**src/rtl/uart_pkg.sv**
```systemverilog
// uart_pkg: definitions shared by the UART blocks.
//   uart_state_e    : transmitter frame state, 2-bit encoding
//   DEFAULT_CLK_DIV : default clock cycles per bit period
//   cnt_width()     : counter width helper, never narrower than 1 bit
package uart_pkg;

  typedef enum logic [1:0] {
    IDLE  = 2'd0,
    START = 2'd1,
    DATA  = 2'd2,
    STOP  = 2'd3
  } uart_state_e;

  localparam int DEFAULT_CLK_DIV = 104;

  // Width needed to count 0..n-1. Clamped to 1 so that small values still
  // give a legal vector declaration.
  function automatic int cnt_width(input int n);
    return (n <= 2) ? 1 : $clog2(n);
  endfunction

endpackage

```
**src/rtl/uart_baud_gen.sv**
```systemverilog
// uart_baud_gen: bit-period divider shared by the UART transmitter and receiver.
//   clk_i      : clock
//   areset_ni  : asynchronous active-low reset
//   restart_i  : forces the count back to 0 on the next edge
//   bit_done_o : single-cycle strobe in the last cycle of each bit period
module uart_baud_gen
  import uart_pkg::*;
#(
  parameter int CLK_DIV = DEFAULT_CLK_DIV
) (
  input  logic clk_i,
  input  logic areset_ni,
  input  logic restart_i,
  output logic bit_done_o
);

  localparam int CNT_W = cnt_width(CLK_DIV);

  logic [CNT_W-1:0] count_q, count_d;

  assign bit_done_o = (count_q == CNT_W'(CLK_DIV - 1));

  // Next count: restart wins, otherwise count 0..CLK_DIV-1 and wrap, so every
  // period after a restart is exactly CLK_DIV cycles long.
  always_comb begin
    count_d = count_q;
    if (restart_i || bit_done_o) begin
      count_d = '0;
    end else begin
      count_d = count_q + CNT_W'(1);
    end
  end

  // Divider register.
  always_ff @(posedge clk_i or negedge areset_ni) begin
    if (!areset_ni) begin
      count_q <= '0;
    end else begin
      count_q <= count_d;
    end
  end

endmodule

```
**src/rtl/uart_tx_drain.sv**
```systemverilog
// uart_tx_drain: drains bytes from a first-word-fall-through FIFO read port
// and serialises each as a frame: start bit (0), DATA_WIDTH data bits LSB
// first, STOP_BITS stop periods (1). All in the FIFO read clock domain.
//   clk          : clock shared with the FIFO read port
//   areset_n     : asynchronous active-low reset
//   tx_enable    : permits a new frame to start; never aborts one in progress
//   fifo_data    : FIFO head entry, valid while fifo_empty is low
//   fifo_empty   : FIFO empty flag
//   fifo_read_en : pop strobe, one cycle per byte (the capture cycle)
//   tx           : serial line, idles high
//   busy         : high from the capture edge to the end of the last stop bit
module uart_tx_drain
  import uart_pkg::*;
#(
  parameter int DATA_WIDTH = 8,
  parameter int CLK_DIV    = DEFAULT_CLK_DIV,
  parameter int STOP_BITS  = 1
) (
  input  logic                  clk,
  input  logic                  areset_n,
  input  logic                  tx_enable,
  input  logic [DATA_WIDTH-1:0] fifo_data,
  input  logic                  fifo_empty,
  output logic                  fifo_read_en,
  output logic                  tx,
  output logic                  busy
);

  // One index register serves both data bits and stop periods.
  localparam int IDX_W = cnt_width((DATA_WIDTH > STOP_BITS) ? DATA_WIDTH : STOP_BITS);

  uart_state_e           state_q, state_d;
  logic [DATA_WIDTH-1:0] shift_q, shift_d;
  logic [IDX_W-1:0]      idx_q, idx_d;
  logic                  tx_q, tx_d;
  logic                  busy_q, busy_d;
  logic                  bit_done;
  logic                  restart;

  // The pop and the capture share one edge; reset gating keeps a pop from
  // being issued while the register state is being cleared.
  assign fifo_read_en = (state_q == IDLE) && !fifo_empty && tx_enable && areset_n;

  // Hold the divider at 0 while idle and restart it on every state entry.
  assign restart = (state_q == IDLE) || (state_d != state_q);

  assign tx   = tx_q;
  assign busy = busy_q;

  uart_baud_gen #(
    .CLK_DIV (CLK_DIV)
  ) u_baud (
    .clk_i      (clk),
    .areset_ni  (areset_n),
    .restart_i  (restart),
    .bit_done_o (bit_done)
  );

  // Frame sequencer. tx and busy are computed for the state being entered so
  // that the registered outputs change on the same edge as the state.
  always_comb begin
    state_d = state_q;
    shift_d = shift_q;
    idx_d   = idx_q;
    tx_d    = tx_q;
    busy_d  = busy_q;
    unique case (state_q)
      IDLE: begin
        tx_d   = 1'b1;
        busy_d = 1'b0;
        if (fifo_read_en) begin
          state_d = START;
          shift_d = fifo_data;
          idx_d   = '0;
          tx_d    = 1'b0;
          busy_d  = 1'b1;
        end
      end
      START: begin
        if (bit_done) begin
          state_d = DATA;
          idx_d   = '0;
          tx_d    = shift_q[0];
        end
      end
      DATA: begin
        if (bit_done) begin
          if (idx_q == IDX_W'(DATA_WIDTH - 1)) begin
            state_d = STOP;
            idx_d   = '0;
            tx_d    = 1'b1;
          end else begin
            // The bit after the shift is the current bit 1.
            shift_d = shift_q >> 1;
            idx_d   = idx_q + IDX_W'(1);
            tx_d    = shift_q[1];
          end
        end
      end
      STOP: begin
        if (bit_done) begin
          if (idx_q == IDX_W'(STOP_BITS - 1)) begin
            state_d = IDLE;
            tx_d    = 1'b1;
            busy_d  = 1'b0;
          end else begin
            idx_d = idx_q + IDX_W'(1);
          end
        end
      end
      default: begin
        state_d = IDLE;
        tx_d    = 1'b1;
        busy_d  = 1'b0;
      end
    endcase
  end

  // State and output registers; reset forces the line idle at once.
  always_ff @(posedge clk or negedge areset_n) begin
    if (!areset_n) begin
      state_q <= IDLE;
      shift_q <= '0;
      idx_q   <= '0;
      tx_q    <= 1'b1;
      busy_q  <= 1'b0;
    end else begin
      state_q <= state_d;
      shift_q <= shift_d;
      idx_q   <= idx_d;
      tx_q    <= tx_d;
      busy_q  <= busy_d;
    end
  end

endmodule

```
**config.mk**
```make
export PLATFORM = sky130hd
export DESIGN_NAME = uart_tx_drain
export DESIGN_NICKNAME = d
export VERILOG_FILES = /design/src/rtl/uart_pkg.sv /design/src/rtl/uart_baud_gen.sv /design/src/rtl/uart_tx_drain.sv
export SDC_FILE = /design/constraint.sdc
export NUM_CORES = 1
export LEC_CHECK = 0
export CORE_MARGIN = 2
export CORE_UTILIZATION = 48
export DETAILED_ROUTE_END_ITERATION = 7
export PLACE_DENSITY = 0.82
export SLEW_MARGIN = 15
export SYNTH_ARGS = -nofsm -noshare
export SYNTH_HDL_FRONTEND = slang
export SYNTH_SLANG_ARGS = --single-unit
```
**constraint.sdc**
```tcl
create_clock -name clk -period 1.8 [get_ports clk]
set_clock_uncertainty 0.05 [all_clocks]
set_input_delay 0.36 -clock clk [delete_from_list [all_inputs] [get_ports clk]]
set_output_delay 0.36 -clock clk [all_outputs]
set_load 0.02 [all_outputs]
```
# ---- Yosys cells after proc, flatten, opt, wreduce, memory -nomap -nowiden
# Index checks and enable logic that the tools add are counted.
dict set report totals {
  regBits 22
  in_bits 12
  out_inout_bits 3
  wordCells 65
}
dict set report op_classes {
  n_reduce_logical 14
  n_eq_ne 13
  addsub 2
  muxes 30
}
# op n
set op_table {}
lappend op_table {{$mux W8} 3}
lappend op_table {{$mux W3} 6}
lappend op_table {{$pmux W8 S2} 1}
lappend op_table {{$mux W2} 6}
lappend op_table {{$pmux W3 S4} 1}
lappend op_table {{$mux W1} 9}
lappend op_table {{$ne A2 B2 Y1 const B} 4}
lappend op_table {{$pmux W2 S4} 1}
lappend op_table {{$reduce_and A4 Y1} 2}
lappend op_table {{$add A7 B1 Y7 const B} 1}
lappend op_table {{$eq A7 B7 Y1 const B} 1}
lappend op_table {{$mux W7} 1}
lappend op_table {{$ne A2 B1 Y1 const B} 3}
lappend op_table {{$reduce_and A5 Y1} 1}
lappend op_table {{$eq A2 B2 Y1 const B} 2}
lappend op_table {{$pmux W1 S4} 1}
lappend op_table {{$reduce_bool A2 Y1} 2}
lappend op_table {{$add A3 B1 Y3 const B} 1}
lappend op_table {{$eq A3 B3 Y1 const B} 1}
lappend op_table {{$logic_and A1 B1 Y1} 3}
lappend op_table {{$logic_not A3 Y1} 1}
lappend op_table {{$reduce_and A3 Y1} 1}
lappend op_table {{$eq A2 B1 Y1 const B} 1}
lappend op_table {{$logic_not A2 Y1} 1}
lappend op_table {{4 further kinds} 5}

# ---- Longest topological paths before layout
dict set report logic_depth {
  ltp_word 10
  ltp_mapped 6
}

# ---- Hierarchy
# A second synthesis with hierarchy kept.
dict set report hier_totals {
  hier_cells 125
  hier_area_um2 1228.7
}
# mod n_inst seq_area_each_um2 cells_each area_each_um2
set by_module_without_submodules {}
lappend by_module_without_submodules {uart_tx_drain 1 376.6 92 889.6}
lappend by_module_without_submodules {uart_baud_gen 1 175.2 33 339.1}

# ---- Worst setup path before layout
# OpenSTA, ideal clock, no wires.
dict set report synth_timing {
  path_type {reg2reg}
  start {register u_baud.count_q[0]}
  end {register shift_q[0]}
  stages_incl_launch_ff 6
  slack_ps 2
  n_path_buf 0
  t_required_ps 1625
  setup_time_ps 125
  arrival_ps 1623
  cell_sequence {dfrtp_1 > ha_1 > and3_1 > nand2_2 > o31ai_4 > mux2_2}
}
dict set report synth_between {
  elab_chain_cells 3
}
# item line_no
set synth_lines {}
lappend synth_lines {{from (decl)} uart_baud_gen.sv:19} ;# logic [CNT_W-1:0] count_q, count_d;
lappend synth_lines {{from (signal assigned)} uart_baud_gen.sv:39} ;# count_q <= count_d;
lappend synth_lines {{$eq A7 B7 Y1} uart_baud_gen.sv:21} ;# assign bit_done_o = (count_q == CNT_W'(CLK_DIV - 1));
lappend synth_lines {{$ne A2 B1 Y1 (no source line)} -}
lappend synth_lines {{$reduce_and A4 Y1 (no source line)} -}
lappend synth_lines {{to (signal assigned)} uart_tx_drain.sv:129} ;# shift_q <= shift_d;
lappend synth_lines {{to (decl)} uart_tx_drain.sv:33} ;# logic [DATA_WIDTH-1:0] shift_q, shift_d;
# Every way passes these cells.
# A chain may end at the register's enable or synchronous reset.

# ---- Final worst setup path
dict set report layout_timing {
  start {register u_baud.count_q[0]}
  end {register shift_q[5]}
}
# The elaborated chain is that of the path after synthesis.

==> impl_metrics.csv <==
group,metric,value,unit
timing,worst_pin_slew,535,ps
place,pre_cts_ws,-292,ps
worst_setup_path,worst_setup_path_start_kind,"flop",
outcome,status,"completed",
floorplan,io_pins,15,
layout,nFillCells,190,
route,drt_iter0_markers,15,
clock_network,cts_tree,"done",
worst_setup_path,worstSetupEndpointType,"flop",
timing,hold_violations,0,
floorplan,initial_core_util,49.5,%
synthesis,synth.area.top_cells,"dfrtp_1, mux2_2, ha_1",
clock_network,clockBufferDepth,2,
synthesis,syn_nets,123,
route,ant_nets,0,
grt,grt_pass1_vias,895,
synthesis,synth_top_family_by_area,"multiplexers",
floorplan,rows,18,
worst_setup_path,max_stage_delay,390,ps
grt,grt_overflow,0,
worst_hold_path,hp-class,"in2async",
floorplan,coreArea,2430,µm²
synthesis,synthAdderAreaFrac,4.15,%
synthesis,synth.most_common_cell,"dfrtp_1",
layout,final_cells,172,
synthesis,ys_async_sr_fraction,100,%
worst_setup_path,arrival,1950,ps
synthesis,synthMuxAreaShare,17.3,%
floorplan,die_height,54.1,µm
power,vdd_drop_max,0.382,mV
grt,grt_pass1_wl,3.83,mm
synthesis,synthXorXnorAreaFrac,2.91,%
synthesis,synthSimpleGateAreaFrac,16.3,%
power,power_leakage,0.734,nW
timing,setup_slack,8.37,ps
timing,period_needed,1790,ps
clock_network,htreeDepth,1,
clock_network,clk_latency,310,ps
clock_network,clk_root_buffer_cell,"clkbuf_4",
place,io_buffers,14,
route,first_pass_iters,4,
grt,grt_max_degree,24,
run,drv_cap,0,
route,drc,0,
layout,drive_gt1_share,37.3,%
timing,fin_crit_sh,99.5,%
timing,relSlewSlack,64.0,%
floorplan,die_x,54.1,µm
clock_network,clk_pin_slew,120,ps
worst_setup_path,crit_type,"reg2reg",
place,hpwl,1.68,mm
route,viasPerCell,5.40,
route,wl,2.35,mm
timing,fmax,558,MHz
synthesis,synth_flop_cell,"dfrtp_1",
power,pwr_density_cell,524,nW/µm²
worst_setup_path,cp_max_fo,8,
clock_network,numCtsBuffers,3,
timing,holdWs,394,ps
synthesis,synth-compound-area-share,9.97,%
grt,grt_usage,18.5,%
grt,antenna_found_initial,0,
synthesis,yosysUniqueCellTypes,34,
synthesis,syn-mean-instance-area,11.3,µm²
synthesis,ys_ff_latch,22,
synthesis,synth_seq_area_share,45.8,%
layout,antenna-diode-count,0,
synthesis,synth_edf_count,0,
worst_setup_path,cp.required,1960,ps
place,place.gp.congestion,0.886,
floorplan,die-area,2930,µm²
synthesis,synth_top_area_share,43.6,%
synthesis,synthCells,107,
synthesis,yosys-top-cells-count,"dfrtp_1, mux2_2, nor2_1",
route,vias,929,
timing,maxSlewViolCount,0,
clock_network,clock-sinks,22,
worst_setup_path,slowest_stage,"dfrtp_1",
worst_setup_path,path_cells,"ha_2 -> and3_4 -> nand2_4 -> o31ai_4 -> buf_12 -> mux2_2",
route,wl_per_cell,13.7,µm
synthesis,synth-warning-count,0,
timing,setup_viol,0,
synthesis,yosysTopAreaCell,"dfrtp_1",
synthesis,synthesis.area,1200,µm²
place,dp_cells,164,
layout,nets,159,
layout,areaGrowthSynthToFinish,31.4,%
[final cells by class]
cell class	count	area (µm²)	share of cell area [%]
well taps	30	37.5	2.37
flip-flops and latches	22	552	34.9
inverters	8	30.0	1.90
multi-input cells	75	632	39.9
clock buffers	4	36.3	2.29
repair buffers	33	295	18.7
[routing by layer]
layer  share of wire (%)  track usage [%]  vias up
met5                   0                0        -
met4                 2.1             8.33        0
met3                 3.3             3.06        5
met2                  52             32.7       19
met1                  43             21.9      453
li1                    -                -      452
[power breakdown]
part	internal (mW)	leakage [nW]	switching, mW
logic	0.0344	0.464	0.0175
clock network	0.124	0.0210	0.150
registers	0.501	0.249	0.00345
total	0.659	0.734	0.171
[sequential cells by signal, indices dropped and copies added (netlist names)]
register / flops
shift_q: 8
idx_q: 3
u_baud.count_q: 7
state_q: 2
busy: 1
tx: 1
[through the flow]
step | utilization (%) | setup TNS [ps] | power, mW | area, µm²
2_1_floorplan | - | 0 | 0.527 | 1200
3_3_place_gp | 61.5 | -959 | 0.564 | 1500
3_5_place_dp | 61.5 | -1730 | 0.566 | 1500
4_1_cts | 63.0 | 0 | 0.838 | 1530
5_1_grt | 65.1 | -269 | 0.861 | 1580
6_report | 65.1 | 0 | 0.830 | 1580
[cells by family after synthesis]
logic type | Yosys count
AO/OA/AOI/OAI | 16
adder cells (fa/ha/maj) | 4
XOR/XNOR | 4
flip-flops | 22
multiplexers | 19
buffers and inverters | 10
AND/OR/NAND/NOR | 32
[worst paths after layout]
kind	startpoint	end	slack (ps)	depth (start not counted)
setup reg to reg	u_baud.count_q[0]	shift_q[5]	8	6
max in group asynchronous	areset_n	tx	1030	2
setup / recovery	u_baud.count_q[0]	shift_q[5]	8	6
min in group clk	shift_q[2]	shift_q[2]	470	1
hold / removal	areset_n	idx_q[0]	390	2
hold reg to reg	shift_q[2]	shift_q[2]	470	1
[cell usage in the layout (no fill, tap or decap), types with 4 or more instances in the layout]
cell	count
o21ai_0	6
mux2_2	14
nor2_1	9
mux2i_1	4
dfrtp_1	21
inv_1	8
clkdlybuf4s50_1	12
nand2_1	4
nand3_1	5
buf_4	18
[worst max-delay path, delay by kind of cell (launching register included)]
kind / cells / cell delay, ps
mux: 1 / 330
fa+ha+maj: 1 / 200
flops: 1 / 390
buf+inv: 1 / 160
simple gates: 2 / 260
compound gates: 1 / 300
[what timing repair did]
| action | 4_1_cts | 5_1_grt |
|---|---|---|
| buffers inserted | 0 | 4 |
| resized for setup | 4 | 6 |
| pin swaps | 0 | 2 |
| setup endpoints to repair | 2 | 9 |
| hold buffers | 0 | 0 |
Note: power is estimated with default switching activity, not from simulation.
